==> src/rtl/az_mem_responder_if.sv <==
// rtl/az_mem_responder_if.sv - command/response bus between an initiator and az_mem_responder
interface az_mem_responder_if;
  logic [21:0] az_addr;
  logic [1:0]  az_be_n;
  logic [15:0] az_data;
  logic        az_rd_n;
  logic        az_wr_n;
  logic [15:0] za_data;
  logic        za_valid;
  logic        za_waitrequest;

  modport master (
    output az_addr, az_be_n, az_data, az_rd_n, az_wr_n,
    input  za_data, za_valid, za_waitrequest
  );

  modport slave (
    input  az_addr, az_be_n, az_data, az_rd_n, az_wr_n,
    output za_data, za_valid, za_waitrequest
  );
endinterface

==> src/rtl/az_mem_responder.sv <==
// rtl/az_mem_responder.sv - 16-bit word memory responder with pipelined reads and periodic stall bursts
module az_mem_responder #(
  parameter int ADDR_W      = 8,
  parameter int RD_LATENCY  = 3,
  parameter int WAIT_EVERY  = 4,
  parameter int WAIT_CYCLES = 2
) (
  input  logic                 clk,
  input  logic                 reset,
  az_mem_responder_if.slave    bus,
  output logic [15:0]          o_rd_count,
  output logic [15:0]          o_wr_count,
  output logic                 o_proto_err
);

  localparam int         DEPTH       = 1 << ADDR_W;
  localparam logic [7:0] EVERY_LAST  = 8'((WAIT_EVERY > 0) ? WAIT_EVERY - 1 : 0);
  localparam logic [3:0] CYCLES_LAST = 4'(WAIT_CYCLES - 1);

  typedef enum logic {ST_IDLE, ST_STALL} state_t;

  state_t      state, state_n;
  logic [7:0]  cmd_cnt, cmd_cnt_n;
  logic [3:0]  stall_cnt, stall_cnt_n;

  logic [15:0]       mem [DEPTH];
  logic [ADDR_W-1:0] idx;
  logic [15:0]       rd_word;
  logic              cmd_req;
  logic              cmd_event;
  logic              rd_accept;
  logic              wr_accept;
  logic              proto_hit;
  logic              unused_addr_hi;

  logic              pipe_v [RD_LATENCY];
  logic [15:0]       pipe_d [RD_LATENCY];

  assign idx            = bus.az_addr[ADDR_W-1:0];
  assign unused_addr_hi = ^bus.az_addr[21:ADDR_W];
  assign rd_word        = mem[idx];

  // A both-low cycle is not a memory access but still paces the stall counter.
  assign cmd_req   = ~bus.az_rd_n | ~bus.az_wr_n;
  assign cmd_event = cmd_req & ~bus.za_waitrequest;
  assign rd_accept = cmd_event & ~bus.az_rd_n &  bus.az_wr_n;
  assign wr_accept = cmd_event &  bus.az_rd_n & ~bus.az_wr_n;
  assign proto_hit = cmd_event & ~bus.az_rd_n & ~bus.az_wr_n;

  // Memory contents survive reset on purpose.
  always_ff @(posedge clk) begin
    if (wr_accept) begin
      if (!bus.az_be_n[0]) mem[idx][7:0]  <= bus.az_data[7:0];
      if (!bus.az_be_n[1]) mem[idx][15:8] <= bus.az_data[15:8];
    end
  end

  always_ff @(posedge clk or posedge reset) begin
    if (reset) begin
      for (int i = 0; i < RD_LATENCY; i++) begin
        pipe_v[i] <= 1'b0;
        pipe_d[i] <= 16'h0000;
      end
    end else begin
      pipe_v[0] <= rd_accept;
      if (rd_accept) pipe_d[0] <= rd_word;
      // Data only moves with a valid token, so the last stage holds za_data between returns.
      for (int i = 1; i < RD_LATENCY; i++) begin
        pipe_v[i] <= pipe_v[i-1];
        if (pipe_v[i-1]) pipe_d[i] <= pipe_d[i-1];
      end
    end
  end

  assign bus.za_valid = pipe_v[RD_LATENCY-1];
  assign bus.za_data  = pipe_d[RD_LATENCY-1];

  always_ff @(posedge clk or posedge reset) begin
    if (reset) begin
      o_rd_count  <= 16'h0000;
      o_wr_count  <= 16'h0000;
      o_proto_err <= 1'b0;
    end else begin
      if (rd_accept) o_rd_count <= o_rd_count + 16'h0001;
      if (wr_accept) o_wr_count <= o_wr_count + 16'h0001;
      if (proto_hit) o_proto_err <= 1'b1;
    end
  end

  always_ff @(posedge clk or posedge reset) begin
    if (reset) begin
      state     <= ST_IDLE;
      cmd_cnt   <= 8'h00;
      stall_cnt <= 4'h0;
    end else begin
      state     <= state_n;
      cmd_cnt   <= cmd_cnt_n;
      stall_cnt <= stall_cnt_n;
    end
  end

  always_comb begin
    state_n     = state;
    cmd_cnt_n   = cmd_cnt;
    stall_cnt_n = stall_cnt;
    case (state)
      ST_IDLE: begin
        if (cmd_event && (WAIT_EVERY != 0)) begin
          if (cmd_cnt == EVERY_LAST) begin
            state_n     = ST_STALL;
            cmd_cnt_n   = 8'h00;
            stall_cnt_n = 4'h0;
          end else begin
            cmd_cnt_n = cmd_cnt + 8'h01;
          end
        end
      end
      ST_STALL: begin
        if (stall_cnt == CYCLES_LAST) state_n = ST_IDLE;
        else                          stall_cnt_n = stall_cnt + 4'h1;
      end
      default: state_n = ST_IDLE;
    endcase
  end

  always_comb begin
    bus.za_waitrequest = reset | (state == ST_STALL);
  end

endmodule
==> src/flat_wrapper.sv <==
// flat-port wrapper written by rule: the top's interface ports become plain ports
module az_mem_responder_flat 
#(
  parameter int ADDR_W      = 8,
  parameter int RD_LATENCY  = 3,
  parameter int WAIT_EVERY  = 4,
  parameter int WAIT_CYCLES = 2
)
  (clk, reset, o_rd_count, o_wr_count, o_proto_err, bus_az_addr, bus_az_be_n, bus_az_data, bus_az_rd_n, bus_az_wr_n, bus_za_data, bus_za_valid, bus_za_waitrequest);
  az_mem_responder_if bus_i ();
  input  logic clk;
  input  logic reset;
  output logic [15:0] o_rd_count;
  output logic [15:0] o_wr_count;
  output logic o_proto_err;
  input wire logic [$bits(bus_i.az_addr)-1:0] bus_az_addr;
  input wire logic [$bits(bus_i.az_be_n)-1:0] bus_az_be_n;
  input wire logic [$bits(bus_i.az_data)-1:0] bus_az_data;
  input wire logic [$bits(bus_i.az_rd_n)-1:0] bus_az_rd_n;
  input wire logic [$bits(bus_i.az_wr_n)-1:0] bus_az_wr_n;
  output wire logic [$bits(bus_i.za_data)-1:0] bus_za_data;
  output wire logic [$bits(bus_i.za_valid)-1:0] bus_za_valid;
  output wire logic [$bits(bus_i.za_waitrequest)-1:0] bus_za_waitrequest;
  assign bus_i.az_addr = bus_az_addr;
  assign bus_i.az_be_n = bus_az_be_n;
  assign bus_i.az_data = bus_az_data;
  assign bus_i.az_rd_n = bus_az_rd_n;
  assign bus_i.az_wr_n = bus_az_wr_n;
  assign bus_za_data = bus_i.za_data;
  assign bus_za_valid = bus_i.za_valid;
  assign bus_za_waitrequest = bus_i.za_waitrequest;
  az_mem_responder #(.ADDR_W(ADDR_W), .RD_LATENCY(RD_LATENCY), .WAIT_EVERY(WAIT_EVERY), .WAIT_CYCLES(WAIT_CYCLES)) u_core (.clk(clk), .reset(reset), .bus(bus_i), .o_rd_count(o_rd_count), .o_wr_count(o_wr_count), .o_proto_err(o_proto_err));
endmodule
==> config.mk <==
export PLATFORM = sky130hd
export DESIGN_NAME = az_mem_responder_flat
export DESIGN_NICKNAME = d
export VERILOG_FILES = /design/src/rtl/az_mem_responder_if.sv /design/src/rtl/az_mem_responder.sv /design/src/flat_wrapper.sv
export SDC_FILE = /design/constraint.sdc
export NUM_CORES = 2
export LEC_CHECK = 0
export ABC_CLOCK_PERIOD_IN_PS = 6250
export CAP_MARGIN = 20
export CORE_MARGIN = 2
export CORE_UTILIZATION = 63
export DETAILED_ROUTE_END_ITERATION = 10
export PLACE_DENSITY = 0.79
export RECOVER_POWER = 100
export SLEW_MARGIN = 20
export SYNTH_ARGS = -nofsm -noshare
export SYNTH_HDL_FRONTEND = slang
export SYNTH_SLANG_ARGS = --single-unit
==> constraint.sdc <==
create_clock -name clk -period 6.25 [get_ports clk]
set_input_delay 1.875 -clock clk [delete_from_list [all_inputs] [get_ports clk]]
set_output_delay 1.875 -clock clk [all_outputs]
set_load 0.005 [all_outputs]
Yosys cells after proc, flatten, opt, wreduce, memory -nomap -nowiden
Memory sizes are Yosys's and may differ from the RTL's. A register that Yosys moved wholly into a read port is not among the register bits.
Index checks and enable logic that the tools add are counted.
{"block": "totals", "ramBits": 4096, "ff_bits": 81, "rom_bits": 0, "n_memories": 1, "latchBits": 0, "output_inout_bits": 51}
{"memory": "u_core.mem", "words": 256, "width": 16, "read_ports": 1, "rd_ports_with_merged_regs": 1, "write_ports": 1, "line": "az_mem_responder.sv:26", "text": "logic [15:0] mem [DEPTH];"}
{"block": "op_classes", "n_mul": 0, "addsub": 4, "muxes": 15, "n_reduce_logical": 2, "eq_ne": 5, "n_lt_le_gt_ge": 0, "n_shift": 0, "bitwise": 12, "n_div": 0}
{"cell": "adder 16 x 1 -> 16 bit (second input constant)", "n": 2}
{"cell": "two-way mux 4 bit", "n": 3}
{"cell": "two-way mux 1 bit", "n": 9}
{"cell": "adder 8 x 1 -> 8 bit (second input constant)", "n": 1}
{"cell": "equality test 8 x 2 -> 1 bit (second input constant)", "n": 1}
{"cell": "two-way mux 8 bit", "n": 1}
{"cell": "one-hot mux 4 bit (2 select lines)", "n": 1}
{"cell": "bitwise AND 1 bit", "n": 6}
{"cell": "adder 4 x 1 -> 4 bit (second input constant)", "n": 1}
{"cell": "equality test 4 x 1 -> 1 bit (second input constant)", "n": 1}
{"cell": "!= test 2 x 1 -> 1 bit (second input constant)", "n": 2}
{"cell": "inverter 1 bit", "n": 4}
{"cell": "AND reduction 3 bit", "n": 1}
{"cell": "!= test 2 bit (second input constant)", "n": 1}
{"cell": "OR 1 bit", "n": 2}
{"cell": "one-hot mux 1 bit (2 select lines)", "n": 1}
{"cell": "AND reduction 2 bit", "n": 1}

Logic depth before layout (Yosys ltp)
{"block": "depth", "word_depth": 7, "depth_mapped": 14, "depth_no_buf": 9}

Worst setup path after synthesis
No wires, ideal clock.
{"block": "synth_path", "kind": "input to register", "from": "input port bus_az_addr[0]", "to": "memory u_core.mem[103][0] (enable)", "path_buffers": 10, "setup_slack_ns": 1.617, "setup_time_ns": 0.370, "t_arrival_ns": 4.263, "cell_stages": 12, "path_cell_list": "buf_6 buf_8 buf_6 buf_6 buf_4 buf_4 buf_2 buf_2 buf_2 nand3_1 clkbuf_1 nor2_1"}
{"item": "start, declared", "line": "flat_wrapper.sv:16", "text": "input wire logic [$bits(bus_i.az_addr)-1:0] bus_az_addr;"}
{"item": "end, declared", "line": "az_mem_responder.sv:26"}
Straight into the memory's write port.

Final worst setup path
{"block": "layout_path", "from": "input port reset", "to": "memory u_core.mem[159][6] (enable)"}
{"block": "layout_via", "elab_chain_cells": 7}
{"item": "start, declared", "line": "flat_wrapper.sv:12", "text": "input logic reset;"}
{"item": "OR 1 bit", "line": "az_mem_responder.sv:127", "text": "bus.za_waitrequest = reset | (state == ST_STALL);"}
{"item": "inverter 1 bit", "line": "az_mem_responder.sv:45", "text": "assign cmd_event = cmd_req & ~bus.za_waitrequest;"}
{"item": "bitwise AND 1 bit", "line": "az_mem_responder.sv:45"}
{"item": "bitwise AND 1 bit (2 in a row)", "line": "az_mem_responder.sv:47", "text": "assign wr_accept = cmd_event & bus.az_rd_n & ~bus.az_wr_n;"}
{"item": "two-way mux 1 bit", "line": "az_mem_responder.sv:52", "text": "if (wr_accept) begin"}
{"item": "two-way mux 1 bit (implied by the code)", "line": "az_mem_responder.sv:53", "text": "if (!bus.az_be_n[0]) mem[idx][7:0] <= bus.az_data[7:0];"}
Every way passes these cells.

==> results.md <==
- Drt pass-1 iters: 8
- Kind of critical path: input pin to flop
- CTS resizes: 0
- Syn Nets: 7604
- FMAX: about 170 MHz
- Worst-path maximum fanout: 16
- Critical path's slowest cell: nor2_1
- Core area: around 260000 um2
- Final setup TNS: 0 ns
- Failing checks: max-capacitance violations, max-slew violations
- Setup bufs post-CTS: 0
- Worst reg-to-reg setup slack: about 1.3 ns
- GP Congestion: a little under 0.9
- Detailed-route via count: 85700
- Cell mode on critical path: nor2_1
- Placed cell area: 168000 um2
- Cell Pwr Density: 328 nW/um2
- Yosys cell types: 57
- Required @ worst endpoint: 6.86 ns
- Htree depth: 5
- Layout cell share with drive strength beyond 1: 23.2%
- Filler Cell Count: approximately 14000
- Full die area: ~260000 um2
- Max cap viols: 29
- Die H: 511 um
- IO Count: 95
- GRT Util Overall: ~34%
- Fin. Hold Viols: 0
- Leak: roughly 56 nW
- Cell accounting for the most synthesized area: edfxtp_1
- Ys Warns: 0
- Layout net count: 7978
- R2R cell count: 7
- Antenna viol nets, final: 0
- Row count: 186
- Slew HR: -233%
- Critical path destination: u_core.mem[159][6]$_DFFE_PP_
- Worst Tran Pin Value: around 5.0 ns
- Top cell type's share of synthesized area: about three quarters
- DPL Wire Length: about 250000 um
- Flops & latches, synth: roughly 4200
- Detailed Route Iter0 Violations: approximately 15000
- CTS sink count: 4193
- R2R Path Start: u_core.state$_DFF_PP0_
- Grt total ovfl: 0
- Syn Inst Count: approximately 7600
- Port Buffers: 80
- Post-route cell area: around 180000 um2
- Worst-path cell chain: dlygate4sd3_1, or2_2, nor3b_1, buf_4, nand2b_1, nor2_1, nand2_1, nor2_1
- Layout area overhead: 11.5%
- Top area cells in the synthesized netlist: edfxtp_1 (76%), mux4_2 (13%), dfrtp_1 (1.5%)
- Routed WL: ~440000 um
- Worst skew pair latency: 1.00 ns
- Largest net degree at the start of global routing: approximately 160
- Ys async rst share: ~2.3%
- Top FF cell, synth: edfxtp_1
- Worst IR Drop VDD: between 0.3 and 0.4 mV
- First element of the critical path: reset
- Average size of a mapped cell: 21.4 um2
- Clk_skew: 0.0622 ns
- Fin crit period: 5.92 ns
- Post-route clock period utilization: 94.8%
- Max-slew violations: between 2000 and 3000
- RSZ-0062 raised after global routing: no
- Final setup viols: 0
- Worst Hold Class: flop to flop
- Global-route wire length before repair: slightly above 600000 um
- CP Capture Type: flop
- Clock tree buffer depth: 4
- Per-cell routed wire length: between 30 and 40 um
- # hold bufs at CTS: 0
- TritonCTS Buffers: between 400 and 500
- CTS tree: done
- Most common cell in the synthesized netlist: edfxtp_1
- Status: finished with violations
- Initial antenna violation count: 35
- # DRC: 0
- Clk Tree Root Cell: clkbuf_16
- Number of global-route vias before repair: ~85000
- Routed vias/inst: 7.36
- Post-synth EDFFs: 4096
- Sequential fraction of the synthesis area: 77.6%
- CP max stage delay: approximately 1.1 ns
- Worst Setup Start Kind: input pin
- Post-synth top cells: edfxtp_1 (4096), mux4_2 (963), nor2_1 (564), a22oi_1 (213), mux2i_1 (211)
- RR Endpoint: u_core.mem[159][6]$_DFFE_PP_
- Initial Util: 63.2%
- CTS clock-pin slew for the worst setup and hold paths: roughly 0.060 ns
- Crit path DAT: approximately 6.5 ns
- Die span in x: between 500 and 600 um
- Mapped cell area: about 160000 um2
[final cells by class]
type / instances / area [um2] / area share (%)
well taps: 3384 / 4230 / 2.35
multi-input cells: 2867 / 33900 / 18.8
clock inverters: 243 / 2360 / 1.31
inverters: 10 / 38.8 / 0.0215
diodes: 15 / 37.5 / 0.0208
flip-flops and latches: 4193 / 125000 / 69.6
repair buffers: 446 / 3670 / 2.03
clock buffers: 489 / 10700 / 5.92
[worst min path at each step]
| stage | startpoint | to | slack, ns | cells past startpoint |
|---|---|---|---|---|
| after floorplan | u_core.pipe_v[1]$_DFF_PP0_ | u_core.bus.za_valid$_DFF_PP0_ | 0.35 | 0 |
| after global placement | u_core.cmd_cnt[7]$_DFFE_PP0P_ | u_core.cmd_cnt[7]$_DFFE_PP0P_ | 0.45 | 1 |
| after detailed placement | u_core.o_rd_count[15]$_DFFE_PP0P_ | u_core.o_rd_count[15]$_DFFE_PP0P_ | 0.46 | 1 |
| after CTS | u_core.cmd_cnt[7]$_DFFE_PP0P_ | u_core.cmd_cnt[7]$_DFFE_PP0P_ | 0.48 | 1 |
| after global routing | u_core.o_rd_count[15]$_DFFE_PP0P_ | u_core.o_rd_count[15]$_DFFE_PP0P_ | 0.49 | 1 |
| final | u_core.cmd_cnt[7]$_DFFE_PP0P_ | u_core.cmd_cnt[7]$_DFFE_PP0P_ | 0.47 | 1 |
[flip-flops by register name, summed over array words and instances (netlist names)]
name,cells
u_core.cmd_cnt,8
u_core.o_rd_count,16
u_core.o_proto_err,1
u_core.pipe_d,32
u_core.o_wr_count,16
u_core.pipe_v,2
u_core.mem,4096
u_core.stall_cnt,4
u_core.state,1
u_core.bus.za_data,16
u_core.bus.za_valid,1
[cells by family (layout without fill, tap and decap cells)]
| kind of cell | count (synthesis) | after routing | share of synthesized area [%] |
|---|---|---|---|
| buffers and inverters | 495 | 1188 | 1.61 |
| flip-flops | 4193 | 4193 | 77.6 |
| adder cells (fa/ha/maj) | 5 | 5 | 0.0387 |
| XOR/XNOR | 37 | 37 | 0.200 |
| multiplexers | 1249 | 1249 | 15.2 |
| AO/OA/AOI/OAI | 716 | 716 | 3.11 |
| AND/OR/NAND/NOR | 860 | 860 | 2.25 |
| other | 0 | 15 | 0 |
[power by group]
| group | total [mW] | internal, mW | switching, mW |
|---|---|---|---|
| combinational | 3.26 | 1.17 | 2.09 |
| clock | 24.5 | 14.0 | 10.5 |
| sequential | 31.4 | 31.1 | 0.264 |
| total | 59.1 | 46.3 | 12.9 |
[per-layer routing]
metal	part of all wire, %	up-vias	routed length (um)	GRT usage, %
li1	-	32400	-	-
met3	14	1557	61500	9.48
met5	0.048	-	215	0
met4	6.9	30	30700	19.3
met2	47	7857	208000	51.4
met1	32	43900	144000	44.1
[critical path, delay by kind of cell]
family,cells,cell delay (ns)
buffers and inverters,2,0.85
and+or+nand+nor,6,3.76
[cells in the final DEF, fill, tap and decap left out, types with 70 or more instances in the layout]
cell type / synthesis / final
clkinv_2: 0 / 73
a221oi_1: 70 / 70
buf_4: 85 / 182
mux2_2: 75 / 73
a22oi_1: 213 / 213
a21oi_1: 113 / 113
edfxtp_1: 4096 / 4096
mux4_2: 963 / 963
nand2_1: 119 / 108
dfrtp_1: 97 / 97
clkbuf_1: 197 / 191
mux2i_1: 211 / 211
nor2_1: 564 / 559
clkinv_1: 0 / 92
o21ai_0: 77 / 77
clkbuf_16: 0 / 416
[metrics by stage]
stage	setup slack [ns]	utilization (%)	hold WS [ns]	power, mW	instances
final	0.325	70.4	0.469	59.1	11600
after global routing	0.526	70.4	0.492	60.2	11600
after CTS	1.15	70.7	0.478	59.0	11600
after detailed placement	0.133	65.6	0.465	35.1	10900
after global placement	-0.234	65.6	0.454	35.0	10900
after floorplan	1.62	-	0.352	33.4	7555
Power figures use the tool's default switching activity.
